===== src/rtl/reg_wr_arbiter_pkg.sv =====
// Shared constants and types for the reg_file write-port arbiter.
package reg_wr_arbiter_pkg;

    localparam int XLEN = 32;
    localparam int AW   = 5;

    // Register x0 is hardwired to zero; writes to it are dropped.
    localparam logic [AW-1:0] REG_ZERO = '0;

    // Identity of the source that last won the write port.
    typedef enum logic {
        GNT_A = 1'b0,
        GNT_B = 1'b1
    } grant_e;

endpackage


===== src/rtl/reg_wr_arbiter_if.sv =====
// Writeback request bundle for the two sources sharing the reg_file write port.
interface reg_wr_arbiter_if #(
    parameter int XLEN = reg_wr_arbiter_pkg::XLEN,
    parameter int AW   = reg_wr_arbiter_pkg::AW
);
    import reg_wr_arbiter_pkg::*;

    logic            a_valid;
    logic [AW-1:0]   a_rd;
    logic [XLEN-1:0] a_data;
    logic            a_ready;

    logic            b_valid;
    logic [AW-1:0]   b_rd;
    logic [XLEN-1:0] b_data;
    logic            b_ready;

    // Writeback sources drive requests and watch ready.
    modport master (
        output a_valid, a_rd, a_data,
        output b_valid, b_rd, b_data,
        input  a_ready, b_ready
    );

    // The arbiter consumes requests and returns ready.
    modport slave (
        input  a_valid, a_rd, a_data,
        input  b_valid, b_rd, b_data,
        output a_ready, b_ready
    );

endinterface


===== src/rtl/reg_wr_arbiter_rr_arb2.sv =====
// Two-request round-robin arbiter; on a tie the source not served last wins.
module rr_arb2 (
    input  logic clk,
    input  logic rst_n,
    input  logic req_a,
    input  logic req_b,
    output logic gnt_a,
    output logic gnt_b
);
    import reg_wr_arbiter_pkg::*;

    grant_e last_grant_q;
    grant_e last_grant_d;

    // Grant the sole requester, or alternate on contention.
    always_comb begin
        gnt_a        = req_a && (!req_b || (last_grant_q == GNT_B));
        gnt_b        = req_b && (!req_a || (last_grant_q == GNT_A));
        last_grant_d = last_grant_q;
        if (gnt_a) begin
            last_grant_d = GNT_A;
        end else if (gnt_b) begin
            last_grant_d = GNT_B;
        end
    end

    // Reset to B so the first tie after reset goes to A.
    always_ff @(posedge clk or negedge rst_n) begin
        if (!rst_n) begin
            last_grant_q <= GNT_B;
        end else begin
            last_grant_q <= last_grant_d;
        end
    end

endmodule


===== src/rtl/reg_wr_arbiter.sv =====
// Shares the reg_file write port between ALU (A) and load unit (B) writeback,
// stages the granted write for one cycle and forwards it to both read ports.
module reg_wr_arbiter #(
    parameter int XLEN  = reg_wr_arbiter_pkg::XLEN,
    parameter int AW    = reg_wr_arbiter_pkg::AW,
    parameter int CNT_W = 16
) (
    input  logic             clk,
    input  logic             rst_n,
    reg_wr_arbiter_if.slave  wb,
    output logic             rf_write,
    output logic [AW-1:0]    rf_rd,
    output logic [XLEN-1:0]  rf_write_data,
    input  logic [AW-1:0]    rs1,
    input  logic [AW-1:0]    rs2,
    input  logic [XLEN-1:0]  rf_out1,
    input  logic [XLEN-1:0]  rf_out2,
    output logic [XLEN-1:0]  out1,
    output logic [XLEN-1:0]  out2,
    output logic [CNT_W-1:0] conflict_cnt
);
    import reg_wr_arbiter_pkg::*;

    logic             live_a;
    logic             live_b;
    logic             gnt_a;
    logic             gnt_b;

    logic             rf_write_q, rf_write_d;
    logic [AW-1:0]    rf_rd_q, rf_rd_d;
    logic [XLEN-1:0]  rf_write_data_q, rf_write_data_d;
    logic [CNT_W-1:0] conflict_cnt_q, conflict_cnt_d;

    // Increment that sticks at all-ones instead of wrapping.
    function automatic logic [CNT_W-1:0] sat_inc(input logic [CNT_W-1:0] v);
        if (v == {CNT_W{1'b1}}) begin
            return v;
        end
        return v + CNT_W'(1);
    endfunction

    // Read-port bypass: x0 reads zero, a staged write to the same register wins.
    function automatic logic [XLEN-1:0] fwd(
        input logic [AW-1:0]   rs,
        input logic [XLEN-1:0] rf_out,
        input logic            st_write,
        input logic [AW-1:0]   st_rd,
        input logic [XLEN-1:0] st_data
    );
        if (rs == REG_ZERO) begin
            return '0;
        end
        if (st_write && (st_rd == rs)) begin
            return st_data;
        end
        return rf_out;
    endfunction

    // x0 writes never compete for the port; only live requests reach the arbiter.
    assign live_a = wb.a_valid && (wb.a_rd != REG_ZERO);
    assign live_b = wb.b_valid && (wb.b_rd != REG_ZERO);

    rr_arb2 u_arb (
        .clk   (clk),
        .rst_n (rst_n),
        .req_a (live_a),
        .req_b (live_b),
        .gnt_a (gnt_a),
        .gnt_b (gnt_b)
    );

    // x0 requests are acknowledged immediately and silently dropped.
    assign wb.a_ready = gnt_a || (wb.a_valid && (wb.a_rd == REG_ZERO));
    assign wb.b_ready = gnt_b || (wb.b_valid && (wb.b_rd == REG_ZERO));

    // Load the staging register with the winner; hold address/data when idle.
    always_comb begin
        rf_write_d      = gnt_a || gnt_b;
        rf_rd_d         = rf_rd_q;
        rf_write_data_d = rf_write_data_q;
        conflict_cnt_d  = conflict_cnt_q;
        if (gnt_a) begin
            rf_rd_d         = wb.a_rd;
            rf_write_data_d = wb.a_data;
        end else if (gnt_b) begin
            rf_rd_d         = wb.b_rd;
            rf_write_data_d = wb.b_data;
        end
        if (live_a && live_b) begin
            conflict_cnt_d = sat_inc(conflict_cnt_q);
        end
    end

    // Reset clears the stage so an in-flight write never reaches reg_file.
    always_ff @(posedge clk or negedge rst_n) begin
        if (!rst_n) begin
            rf_write_q      <= 1'b0;
            rf_rd_q         <= '0;
            rf_write_data_q <= '0;
            conflict_cnt_q  <= '0;
        end else begin
            rf_write_q      <= rf_write_d;
            rf_rd_q         <= rf_rd_d;
            rf_write_data_q <= rf_write_data_d;
            conflict_cnt_q  <= conflict_cnt_d;
        end
    end

    assign rf_write      = rf_write_q;
    assign rf_rd         = rf_rd_q;
    assign rf_write_data = rf_write_data_q;
    assign conflict_cnt  = conflict_cnt_q;

    assign out1 = fwd(rs1, rf_out1, rf_write_q, rf_rd_q, rf_write_data_q);
    assign out2 = fwd(rs2, rf_out2, rf_write_q, rf_rd_q, rf_write_data_q);

endmodule

===== src/flat_wrapper.sv =====
// flat-port wrapper written by rule: the top's interface ports become plain ports
module reg_wr_arbiter_flat import reg_wr_arbiter_pkg::*;
#(
    parameter int XLEN  = reg_wr_arbiter_pkg::XLEN,
    parameter int AW    = reg_wr_arbiter_pkg::AW,
    parameter int CNT_W = 16
)
  (clk, rst_n, rf_write, rf_rd, rf_write_data, rs1, rs2, rf_out1, rf_out2, out1, out2, conflict_cnt, wb_a_valid, wb_a_rd, wb_a_data, wb_b_valid, wb_b_rd, wb_b_data, wb_a_ready, wb_b_ready);
  reg_wr_arbiter_if #(.XLEN(XLEN), .AW(AW)) wb_i ();
  input  logic clk;
  input  logic rst_n;
  output logic rf_write;
  output logic [AW-1:0] rf_rd;
  output logic [XLEN-1:0] rf_write_data;
  input  logic [AW-1:0] rs1;
  input  logic [AW-1:0] rs2;
  input  logic [XLEN-1:0] rf_out1;
  input  logic [XLEN-1:0] rf_out2;
  output logic [XLEN-1:0] out1;
  output logic [XLEN-1:0] out2;
  output logic [CNT_W-1:0] conflict_cnt;
  input wire logic [$bits(wb_i.a_valid)-1:0] wb_a_valid;
  input wire logic [$bits(wb_i.a_rd)-1:0] wb_a_rd;
  input wire logic [$bits(wb_i.a_data)-1:0] wb_a_data;
  input wire logic [$bits(wb_i.b_valid)-1:0] wb_b_valid;
  input wire logic [$bits(wb_i.b_rd)-1:0] wb_b_rd;
  input wire logic [$bits(wb_i.b_data)-1:0] wb_b_data;
  output wire logic [$bits(wb_i.a_ready)-1:0] wb_a_ready;
  output wire logic [$bits(wb_i.b_ready)-1:0] wb_b_ready;
  assign wb_i.a_valid = wb_a_valid;
  assign wb_i.a_rd = wb_a_rd;
  assign wb_i.a_data = wb_a_data;
  assign wb_i.b_valid = wb_b_valid;
  assign wb_i.b_rd = wb_b_rd;
  assign wb_i.b_data = wb_b_data;
  assign wb_a_ready = wb_i.a_ready;
  assign wb_b_ready = wb_i.b_ready;
  reg_wr_arbiter #(.XLEN(XLEN), .AW(AW), .CNT_W(CNT_W)) u_core (.clk(clk), .rst_n(rst_n), .wb(wb_i), .rf_write(rf_write), .rf_rd(rf_rd), .rf_write_data(rf_write_data), .rs1(rs1), .rs2(rs2), .rf_out1(rf_out1), .rf_out2(rf_out2), .out1(out1), .out2(out2), .conflict_cnt(conflict_cnt));
endmodule

===== config.mk =====
export PLATFORM = sky130hd
export DESIGN_NAME = reg_wr_arbiter_flat
export DESIGN_NICKNAME = d
export VERILOG_FILES = /design/src/rtl/reg_wr_arbiter_pkg.sv /design/src/rtl/reg_wr_arbiter_if.sv /design/src/rtl/reg_wr_arbiter_rr_arb2.sv /design/src/rtl/reg_wr_arbiter.sv /design/src/flat_wrapper.sv
export SDC_FILE = /design/constraint.sdc
export NUM_CORES = 1
export LEC_CHECK = 0
export ABC_AREA = 1
export BUFFER_PORTS_ARGS = -buffer_cell sky130_fd_sc_hd__buf_2
export CORE_AREA = 2 2 106 108
export CTS_CLUSTER_DIAMETER = 40
export DETAILED_ROUTE_END_ITERATION = 10
export DIE_AREA = 0 0 108 110
export PLACE_DENSITY = 0.84
export REMOVE_ABC_BUFFERS = 1
export SLEW_MARGIN = 20
export SYNTH_ARGS = -nofsm -noshare
export SYNTH_HDL_FRONTEND = slang
export SYNTH_SLANG_ARGS = --single-unit

===== constraint.sdc =====
create_clock -name clk -period 2.35 [get_ports clk]
set_input_delay 0.705 -clock clk [delete_from_list [all_inputs] [get_ports clk]]
set_output_delay 0.705 -clock clk [all_outputs]
set_load 0.005 [all_outputs]

==> results.sh <==
export IMPL_wl_per_cell_um=13.9
export IMPL_violations="setup timing"
export IMPL_pre_cts_ws_ns=-0.159
export IMPL_dr_pass1_iters=5
export IMPL_numCtsBuffers=5
export IMPL_avgViaCountPerCell=4.82
export IMPL_path_max_fanout=6
export IMPL_slew_limit_headroom_pct=55.8
export IMPL_start_kind="input port"
export IMPL_intPower_mw=1.92
export IMPL_mostFrequentLayoutCells="326 x nand2_1, 262 x buf_2, 153 x inv_1, 129 x nor2_1, 83 x nand3_1"
export IMPL_setup_ws_ns=-0.211
export IMPL_layout_drive_gt1_share_pct=32.1
export IMPL_maxSlewViolCount=0
export IMPL_rows=38
export IMPL_cts_max_level=2
export IMPL_crit_required_ns=1.64
export IMPL_drt_drc_violations_left=0
export IMPL_gr_total_overflow=0
export IMPL_die_height_um=110
export IMPL_synth_seq_cells=55
export IMPL_fmax_ghz=0.390
export IMPL_place_congestion=0.914
export IMPL_fin_cells=1269
export IMPL_synth_area_mm2=0.00470
export IMPL_cp_endpoint="out2[29]"
export IMPL_share_clk_of_total_power_pct=21.6
export IMPL_clock_path_buffers=2
export IMPL_synth_area_leaders="dfrtp_1 29%, nand2_1 27%, inv_1 13%"
export IMPL_p_leak_nw=4.53
export IMPL_drt_iter0_drc=400
export IMPL_vias=6115
export IMPL_clkLatencyLatePin_ns=0.30
export IMPL_status="finished, violations left"
export IMPL_p_sw_share_pct=36.4
export IMPL_worst_pin_slew_ns=0.662
export IMPL_dieWidth_um=108
export IMPL_fin_worst_skew_ns=0.00981
export IMPL_finalHoldViolCount=0
export IMPL_grt_pass1_vias=5343
export IMPL_clk_pin_slew_ns=0.10
export IMPL_grt_setup_unrepaired="true"
export IMPL_io_buffers=271
export IMPL_drt_total_wl_mm=17.6
export IMPL_initial_core_util_pct=43.9
export IMPL_worstSetupEndpointType="output pin"
export IMPL_syn_area_per_cell_um2=5.46
export IMPL_finalSetupViolations=64
export IMPL_coreArea_mm2=0.0107
export IMPL_ctsHoldBuffers=0
export IMPL_crit_arrival_ns=1.86
export IMPL_ys_types=23
export IMPL_r2r_cells=7
export IMPL_grt_max_degree=61
export IMPL_fillerInstances=1012
export IMPL_crit_type="input port to output pin"
export IMPL_min_period_ns=2.56
export IMPL_synth_warnings=0
export IMPL_antenna_found_initial=0
export IMPL_root_buffer="clkbuf_8"
export IMPL_cts_sinks=55
export IMPL_grt_first_pass_wirelength_mm=25.5
export IMPL_finalNetCount=1281
export IMPL_cap_violations=0
export IMPL_dpl_instance_area_mm2=0.00621
export IMPL_r2r_start="u_core.conflict_cnt[0]$_DFFE_PN0P_"
export IMPL_cts_tree="built"
export IMPL_yosysTopAreaCell="dfrtp_1"
export IMPL_postSynthCellCount=861
export IMPL_hold_worst_slack_ns=0.405
export IMPL_final_common_cell="nand2_1"
export IMPL_power_density_mw_per_mm2=443
export IMPL_min_period_over_period_pct=109
export IMPL_num_io_pins=272
export IMPL_groute_usage_overall_pct=27.2
export IMPL_pwr_share_seq_pct=41.5
export IMPL_syn2layout_area_growth_pct=45.3
export IMPL_dp_hpwl_mm=12.0
export IMPL_critPathLaunch="rs2[4]"
export IMPL_postRouteAntennaNets=0
export IMPL_peakVddDrop_v=0.000400
export IMPL_worst_r2r_setup_slack_ns=0.54
export IMPL_reg2reg_to="u_core.conflict_cnt[13]$_DFFE_PN0P_"
export IMPL_place_inst=1251
export IMPL_synth_top_area_share_pct=28.8
export IMPL_switchingPower_mw=1.10
export IMPL_fin_area_mm2=0.00683
export IMPL_antenna_cells=0
export IMPL_dieArea_mm2=0.0119
export IMPL_yosysSeqAreaShare_pct=29.3
export IMPL_comb_power_share_pct=36.9
export IMPL_hp_class="input port to asynchronous set/reset pin"
[Yosys cell counts]
library cell and number:
nand4_1 1, nand3_2 2, nand3_1 83, inv_2 3, nor2_2 3, ha_1 1
nand2_1 333, xnor2_1 7, o21ai_2 1, nor2_1 155, nor2_4 1, o21ai_0 11
buf_4 4, buf_2 21, inv_1 158, xor2_1 3, buf_6 4, nand2_2 2
dfrtp_1 54, clkbuf_1 10, nor4_1 2, a31oi_1 1, dfstp_2 1
[cells by family (layout without fill, tap and decap cells)]
family | after synthesis | in the layout | synth area share [%]
and+or+nand+nor | 582 | 582 | 49.6
DFF | 55 | 55 | 29.3
AOI/OAI and AO/OA | 13 | 13 | 1.49
adders and majority gates | 1 | 1 | 0.266
xor gates and xnor gates | 10 | 10 | 1.86
buffers and inverters | 200 | 468 | 17.5
[layout make-up]
cell class	count	area, um^2	area share, %
Multi-Input combinational cell	606	2710	39.7
Timing Repair Buffer	299	1840	26.9
Sequential cell	55	1380	20.2
Inverter	161	604	8.85
Tap cell	140	175	2.57
Clock buffer	6	82.6	1.21
Clock inverter	2	35.0	0.513
[metrics by stage]
stage | power, mW | util [%] | setup TNS, ns
finish | 3.03 | 63.8 | -8.73
global placement | 2.23 | 58.0 | -4.84
CTS | 2.99 | 62.1 | -6.32
global route | 3.24 | 63.8 | -13.74
detailed placement | 2.25 | 58.0 | -6.30
floorplan | 1.70 | - | -40.55
[worst max-delay path: stages]
cell	delay, ns
buf_6	0.07
inv_2	0.03
nand2_1	0.05
o21ai_1	0.09
nor2_2	0.13
nand3_4	0.16
buf_12	0.19
buf_16	0.15
nor2_2	0.08
nor2_1	0.06
buf_2	0.12
[per-layer routing]
layer	routed length [um]	track usage (%)
met1	7080	32.7
met2	8540	47.4
met3	1220	5.06
met4	750	12.5
met5	0	0
[how the worst min path moves through the flow]
stage / end / slack (ns) / start / depth (start not counted)
after floorplan: u_core.conflict_cnt[0]$_DFFE_PN0P_ / 0.41 / rst_n / 0
after global placement: u_core.rf_rd[1]$_DFFE_PN0P_ / 0.50 / u_core.rf_rd[1]$_DFFE_PN0P_ / 2
after detailed placement: u_core.rf_rd[1]$_DFFE_PN0P_ / 0.51 / u_core.rf_rd[1]$_DFFE_PN0P_ / 2
after CTS: u_core.conflict_cnt[1]$_DFFE_PN0P_ / 0.41 / rst_n / 1
after global routing: u_core.conflict_cnt[14]$_DFFE_PN0P_ / 0.44 / rst_n / 1
final: u_core.conflict_cnt[14]$_DFFE_PN0P_ / 0.40 / rst_n / 1
[timing repair]
| action | CTS | global route |
|---|---|---|
| buffers inserted | 3 | 2 |
| endpoints found under the setup margin | 64 | 65 |
| resized for setup | 63 | 30 |
| pin swaps | 12 | 9 |
| gates cloned | 4 | 3 |
[sequential cells by signal (all words and copies together), names as in the netlist]
| register | cells |
|---|---|
| u_core.conflict_cnt | 16 |
| u_core.u_arb.last_grant_q | 1 |
| u_core.rf_write_data | 32 |
| u_core.rf_rd | 5 |
| u_core.rf_write | 1 |
[power groups by stage]
stage               clock network (mW)  logic (mW)  registers, mW
finish                           0.652        1.12           1.26
global route                     0.704        1.26           1.27
CTS                              0.671        1.07           1.24
detailed placement                   0        1.01           1.24
global placement                     0       0.992           1.24
floorplan                            0       0.492           1.21
(Power assumes the default switching activity.)
